`src/rtl/rx_cfg_pkg.sv`:
```
// Shared constants and types for the receive configuration sequencer.
// Holds config field positions, XGMII control codes and the frame FSM state type.
package rx_cfg_pkg;

  localparam int CFG_W     = 53;
  localparam int FCS_BIT   = 34;
  localparam int RX_EN_BIT = 35;
  localparam int VLAN_BIT  = 36;

  localparam logic [7:0] START_CODE = 8'hFB;
  localparam logic [7:0] TERM_CODE  = 8'hFD;
  localparam logic [7:0] ERR_CODE   = 8'hFE;

  localparam int               MAX_FRAME_WORDS = 2400;
  localparam logic [CFG_W-1:0] RESET_CFG       = '0;

  typedef enum logic {IDLE, IN_FRAME} rx_state_e;

  // A control byte that closes a frame: terminate or error.
  function automatic logic is_eof_code(input logic [7:0] b);
    return (b == TERM_CODE) || (b == ERR_CODE);
  endfunction

endpackage

```
`src/rtl/rx_xgmii_delim_detect.sv`:
```
// Combinational frame delimiter decode on one 32-bit XGMII word.
// Start is only legal in lane 0; terminate/error may appear in any lane.
module rx_xgmii_delim_detect
  import rx_cfg_pkg::*;
(
  input  logic [31:0] rxd,
  input  logic [3:0]  rxc,
  output logic        sof,
  output logic        eof
);

  always_comb begin
    sof = rxc[0] && (rxd[7:0] == START_CODE);
    eof = 1'b0;
    for (int k = 0; k < 4; k++) begin
      if (rxc[k] && is_eof_code(rxd[8*k +: 8])) eof = 1'b1;
    end
  end

endmodule

```
`src/rtl/rx_cfg_sequencer.sv`:
```
// Receive config sequencer: host writes go to a shadow word and are copied to
// cfg_active only between frames, so a frame always sees one stable config.
//
// state    | meaning
// IDLE     | between frames; a pending shadow may be committed
// IN_FRAME | frame in progress; cfg_active frozen, watchdog counting words
module rx_cfg_sequencer
  import rx_cfg_pkg::*;
#(
  parameter int               MAX_WORDS = MAX_FRAME_WORDS,
  parameter logic [CFG_W-1:0] RST_CFG   = RESET_CFG
)(
  input  logic             rxclk_2x,
  input  logic             reset_out,
  input  logic [31:0]      rxd,
  input  logic [3:0]       rxc,
  input  logic             cfg_wr_req,
  input  logic [CFG_W-1:0] cfg_wr_data,
  output logic             cfg_wr_ack,
  output logic [CFG_W-1:0] cfg_active,
  output logic             cfg_pending,
  output logic             rx_enable,
  output logic             frame_active,
  output logic             commit_pulse,
  output logic             frame_timeout
);

  localparam logic [15:0] MAX_CNT = 16'(MAX_WORDS);

  rx_state_e        state, state_nxt;
  logic [15:0]      word_cnt, word_cnt_nxt;
  logic             timeout_nxt;
  logic [CFG_W-1:0] shadow;
  logic             sof, eof;
  logic             wr_accept, commit;

  rx_xgmii_delim_detect u_delim (
    .rxd (rxd),
    .rxc (rxc),
    .sof (sof),
    .eof (eof)
  );

  always_ff @(posedge rxclk_2x or posedge reset_out) begin
    if (reset_out) begin
      state         <= IDLE;
      word_cnt      <= '0;
      frame_timeout <= 1'b0;
    end else begin
      state         <= state_nxt;
      word_cnt      <= word_cnt_nxt;
      frame_timeout <= timeout_nxt;
    end
  end

  // eof wins over the watchdog when both land on the same word.
  always_comb begin
    state_nxt    = state;
    word_cnt_nxt = word_cnt;
    timeout_nxt  = 1'b0;
    case (state)
      IDLE: begin
        if (sof) begin
          state_nxt    = IN_FRAME;
          word_cnt_nxt = 16'd1;
        end
      end
      IN_FRAME: begin
        if (eof) begin
          state_nxt    = IDLE;
          word_cnt_nxt = '0;
        end else if (word_cnt == MAX_CNT) begin
          state_nxt    = IDLE;
          word_cnt_nxt = '0;
          timeout_nxt  = 1'b1;
        end else begin
          word_cnt_nxt = word_cnt + 16'd1;
        end
      end
      default: state_nxt = IDLE;
    endcase
  end

  assign frame_active = (state == IN_FRAME);

  // A write landing on the same edge pushes the commit out one cycle so the
  // newest shadow is what reaches cfg_active.
  assign wr_accept = cfg_wr_req && !cfg_wr_ack;
  assign commit    = (state == IDLE) && !sof && cfg_pending && !wr_accept;

  always_ff @(posedge rxclk_2x or posedge reset_out) begin
    if (reset_out) begin
      shadow       <= '0;
      cfg_pending  <= 1'b0;
      cfg_wr_ack   <= 1'b0;
      cfg_active   <= RST_CFG;
      rx_enable    <= RST_CFG[RX_EN_BIT];
      commit_pulse <= 1'b0;
    end else begin
      cfg_wr_ack   <= wr_accept;
      commit_pulse <= commit;
      if (wr_accept) begin
        shadow      <= cfg_wr_data;
        cfg_pending <= 1'b1;
      end else if (commit) begin
        cfg_pending <= 1'b0;
      end
      if (commit) begin
        cfg_active <= shadow;
        rx_enable  <= shadow[RX_EN_BIT];
      end
    end
  end

endmodule
```
`config.mk`:
```
export PLATFORM = sky130hd
export DESIGN_NAME = rx_cfg_sequencer
export DESIGN_NICKNAME = d
export VERILOG_FILES = /design/src/rtl/rx_cfg_pkg.sv /design/src/rtl/rx_xgmii_delim_detect.sv /design/src/rtl/rx_cfg_sequencer.sv
export SDC_FILE = /design/constraint.sdc
export NUM_CORES = 1
export LEC_CHECK = 0
export CORE_ASPECT_RATIO = 0.9
export CORE_MARGIN = 1.5
export CORE_UTILIZATION = 52
export CTS_CLUSTER_SIZE = 20
export DETAILED_ROUTE_END_ITERATION = 6
export PLACE_DENSITY = 0.95
export SETUP_SLACK_MARGIN = 0.02
export SYNTH_ARGS = -nofsm -noshare
export SYNTH_HDL_FRONTEND = slang
export SYNTH_SLANG_ARGS = --single-unit
```
`constraint.sdc`:
```
create_clock -name rxclk_2x -period 9.97 [get_ports rxclk_2x]
set_input_delay 1.4955 -clock rxclk_2x [delete_from_list [all_inputs] [get_ports rxclk_2x]]
set_output_delay 1.4955 -clock rxclk_2x [all_outputs]
set_load 0.05 [all_outputs]
```
==> flow_summary.json <==
{
  "p_sw_share_pct": 34.5,
  "start_util_pct": 53.5,
  "die_area_um2": 11200,
  "fin_setup_tns_ns": 0,
  "routedWlPerCell_um": 18.7,
  "grt.overflow.total": 0,
  "holdCritPathClass": "flip-flop to flip-flop",
  "max_slew.worst_pin.slew_ns": 0.991,
  "antenna_found_initial": 0,
  "yosys_register_bits": 127,
  "cap_violations": 0,
  "syn_nets": 464,
  "critPathKind": "input port to flip-flop",
  "firstDrtPassIters": 7,
  "final-setup-viol-count": 0,
  "comb_power_share_pct": 32.0,
  "yosys-top-cells-area": "dfrtp_1, mux2_4, mux2_2",
  "fin_nets": 616,
  "drc": 0,
  "path_clk_slew_ns": 0.06,
  "fillers": 651,
  "rows": 35,
  "holdWs_ns": 0.498,
  "vdd.ir_drop.worst_mv": 0.246,
  "p_leak_uw": 0.00322,
  "postRouteAntennaNets": 0,
  "clockPowerShare_pct": 31.8,
  "regArea_um2": 3180,
  "post_cts_buffers": 0,
  "cp.arrival_ns": 3.87,
  "cts_made_buffers": 17,
  "crit_path_max_incr_delay_ns": 0.76,
  "ios": 151,
  "cts-resized-gates": 0,
  "grt_pass1_vias": 3929,
  "synth_top_cell_area_share_pct": 57.7,
  "io_buffer_count": 150,
  "max_freq_mhz": 279,
  "synth-edff-count": 0,
  "synth.distinct_cells": 47,
  "startpoint_type": "input port",
  "clock-root-buffer": "clkbuf_16",
  "diodes": 0,
  "internal-power_uw": 1280,
  "cts_tree": "built",
  "routed_wl_um": 12400,
  "via_count": 3682,
  "synth_warnings": 0,
  "grt_max_degree": 73,
  "ys_seq_area_share_pct": 57.7,
  "path_cells": "clkdlybuf4s50_1, nand2_1, nor4_4, or2_1, nor3b_4, buf_4, mux2_2",
  "first_iter_violations": 224,
  "rsz0062_at_grt": "no",
  "seq_power_share_pct": 36.2,
  "period_share_pct": 35.9,
  "die_w_um": 112,
  "fp.coreArea_um2": 10300,
  "cts_buffer_depth": 2,
  "period_needed_ns": 3.58,
  "slew_violations": 0,
  "hold_viol_final": 0,
  "crit_path_end_kind": "flip-flop",
  "synth_ff_type": "dfrtp_1",
  "holdBufCountCts": 0,
  "dp_hpwl_um": 8140,
  "power.density_nw_per_um2": 257,
  "grt_pass1_wl_um": 20200,
  "htreeDepth": 4,
  "switching_power_uw": 673,
  "slew_headroom_pct": 34.0,
  "async_flop_share_pct": 100,
  "die_y_um": 101,
  "skew_ns": 0.00847,
  "post_synth.cell_area_avg_um2": 14.9,
  "cts.sinks": 127,
  "route.detailed.vias_per_inst": 5.55,
  "synth_cells": 370,
  "yosysTopAreaCell": "dfrtp_1",
  "grt_use_total_pct": 23.2,
  "gp_congestion": 0.919,
  "synth_area_um2": 5510,
  "outcome": "finished, final reports clean",
  "synth_common_cells": "dfrtp_1, mux2_2, mux2_4, nand2_1, nand3_1",
  "critPathSlowestCell": "buf_4",
  "area_growth_pct": 38.1,
  "synth.most_common_cell": "dfrtp_1",
  "crit_required_ns": 10.26,
  "clk_latency_ns": 0.40,
  "layout-drive-gt1-share_pct": 28.8,
  "crit_path_max_fanout": 54,
  "multi_input_area_um2": 2110
}
-- worst max-delay path, delay by kind of cell --
kind / cells / cell delay, ns
buffers and inverters: 2 / 1.20
multiplexers: 1 / 0.42
AND/OR/NAND/NOR: 4 / 0.69
-- cell usage in the layout, fill, tap and decap left out, types with 5 or more instances in the layout --
master,instances
clkbuf_16,17
mux2_4,49
o21ai_0,5
nand2_1,13
nand3_1,11
nor3_1,7
nor2_1,5
mux2_2,57
clkdlybuf4s50_1,150
inv_1,8
nand4_1,8
dfrtp_1,127
xnor2_1,5
a31oi_1,5
and3_1,5
-- sequential cells by signal, indices dropped and copies added, names as in the netlist --
| name | count |
|---|---|
| cfg_active | 53 |
| word_cnt | 16 |
| cfg_wr_ack | 1 |
| frame_timeout | 1 |
| cfg_pending | 1 |
| frame_active | 1 |
| shadow | 53 |
| commit_pulse | 1 |
-- layer usage --
| metal | up-vias | track usage [%] | routed length (um) |
|---|---|---|---|
| met1 | 1859 | 28.4 | 5210 |
| met2 | 166 | 40.3 | 6360 |
| met3 | 16 | 7.10 | 765 |
| li1 | 1641 | - | - |
| met5 | - | 0 | 0 |
| met4 | 0 | 6.04 | 99 |
-- cells by family after synthesis --
| family | Yosys count | synth area share (%) |
|---|---|---|
| AOI/OAI and AO/OA | 26 | 3.41 |
| buffers and inverters | 29 | 4.13 |
| muxes | 108 | 25.4 |
| xor gates and xnor gates | 6 | 0.954 |
| DFF | 127 | 57.7 |
| and+or+nand+nor | 72 | 8.02 |
| adders and majority gates | 2 | 0.454 |
-- final timing paths --
kind	start	slack (ns)	to	cells past startpoint
max reg2reg	frame_active	7.60	cfg_active[51]	4
min in group asynchronous	reset_out	1.54	frame_timeout	2
min reg2reg	shadow[27]	0.50	cfg_active[27]	1
min	shadow[27]	0.50	cfg_active[27]	1
max	rxd[0]	6.39	cfg_active[51]	7
max in group asynchronous	reset_out	7.08	shadow[19]	3
-- power groups by stage --
stage | Sequential (uW) | Clock, uW | Combinational, uW
after floorplan | 926 | 0 | 192
after global placement | 701 | 0 | 613
after detailed placement | 710 | 0 | 626
after CTS | 706 | 631 | 631
after global routing | 721 | 654 | 653
final | 707 | 621 | 625
-- layout make-up --
class / instances / share of cell area, %
Clock inverter: 13 / 2.02
Timing Repair Buffer: 153 / 20.0
Multi-Input combinational cell: 214 / 27.8
Sequential cell: 127 / 41.8
Inverter: 9 / 0.477
Clock buffer: 19 / 5.82
Tap cell: 129 / 2.12
-- per-stage QoR --
stage / total power, uW / util [%] / setup WS [ns] / instances / area (um2)
floorplan: 1120 / - / 5.09 / 370 / 5510
CTS: 1970 / 73.9 / 6.42 / 664 / 7610
global route: 2030 / 73.9 / 6.29 / 664 / 7610
detailed placement: 1340 / 68.1 / 5.99 / 632 / 7010
finish: 1950 / 73.9 / 6.39 / 664 / 7610
global placement: 1310 / 68.1 / 6.04 / 632 / 7010
No activity file was read; power rests on OpenSTA's default activity.
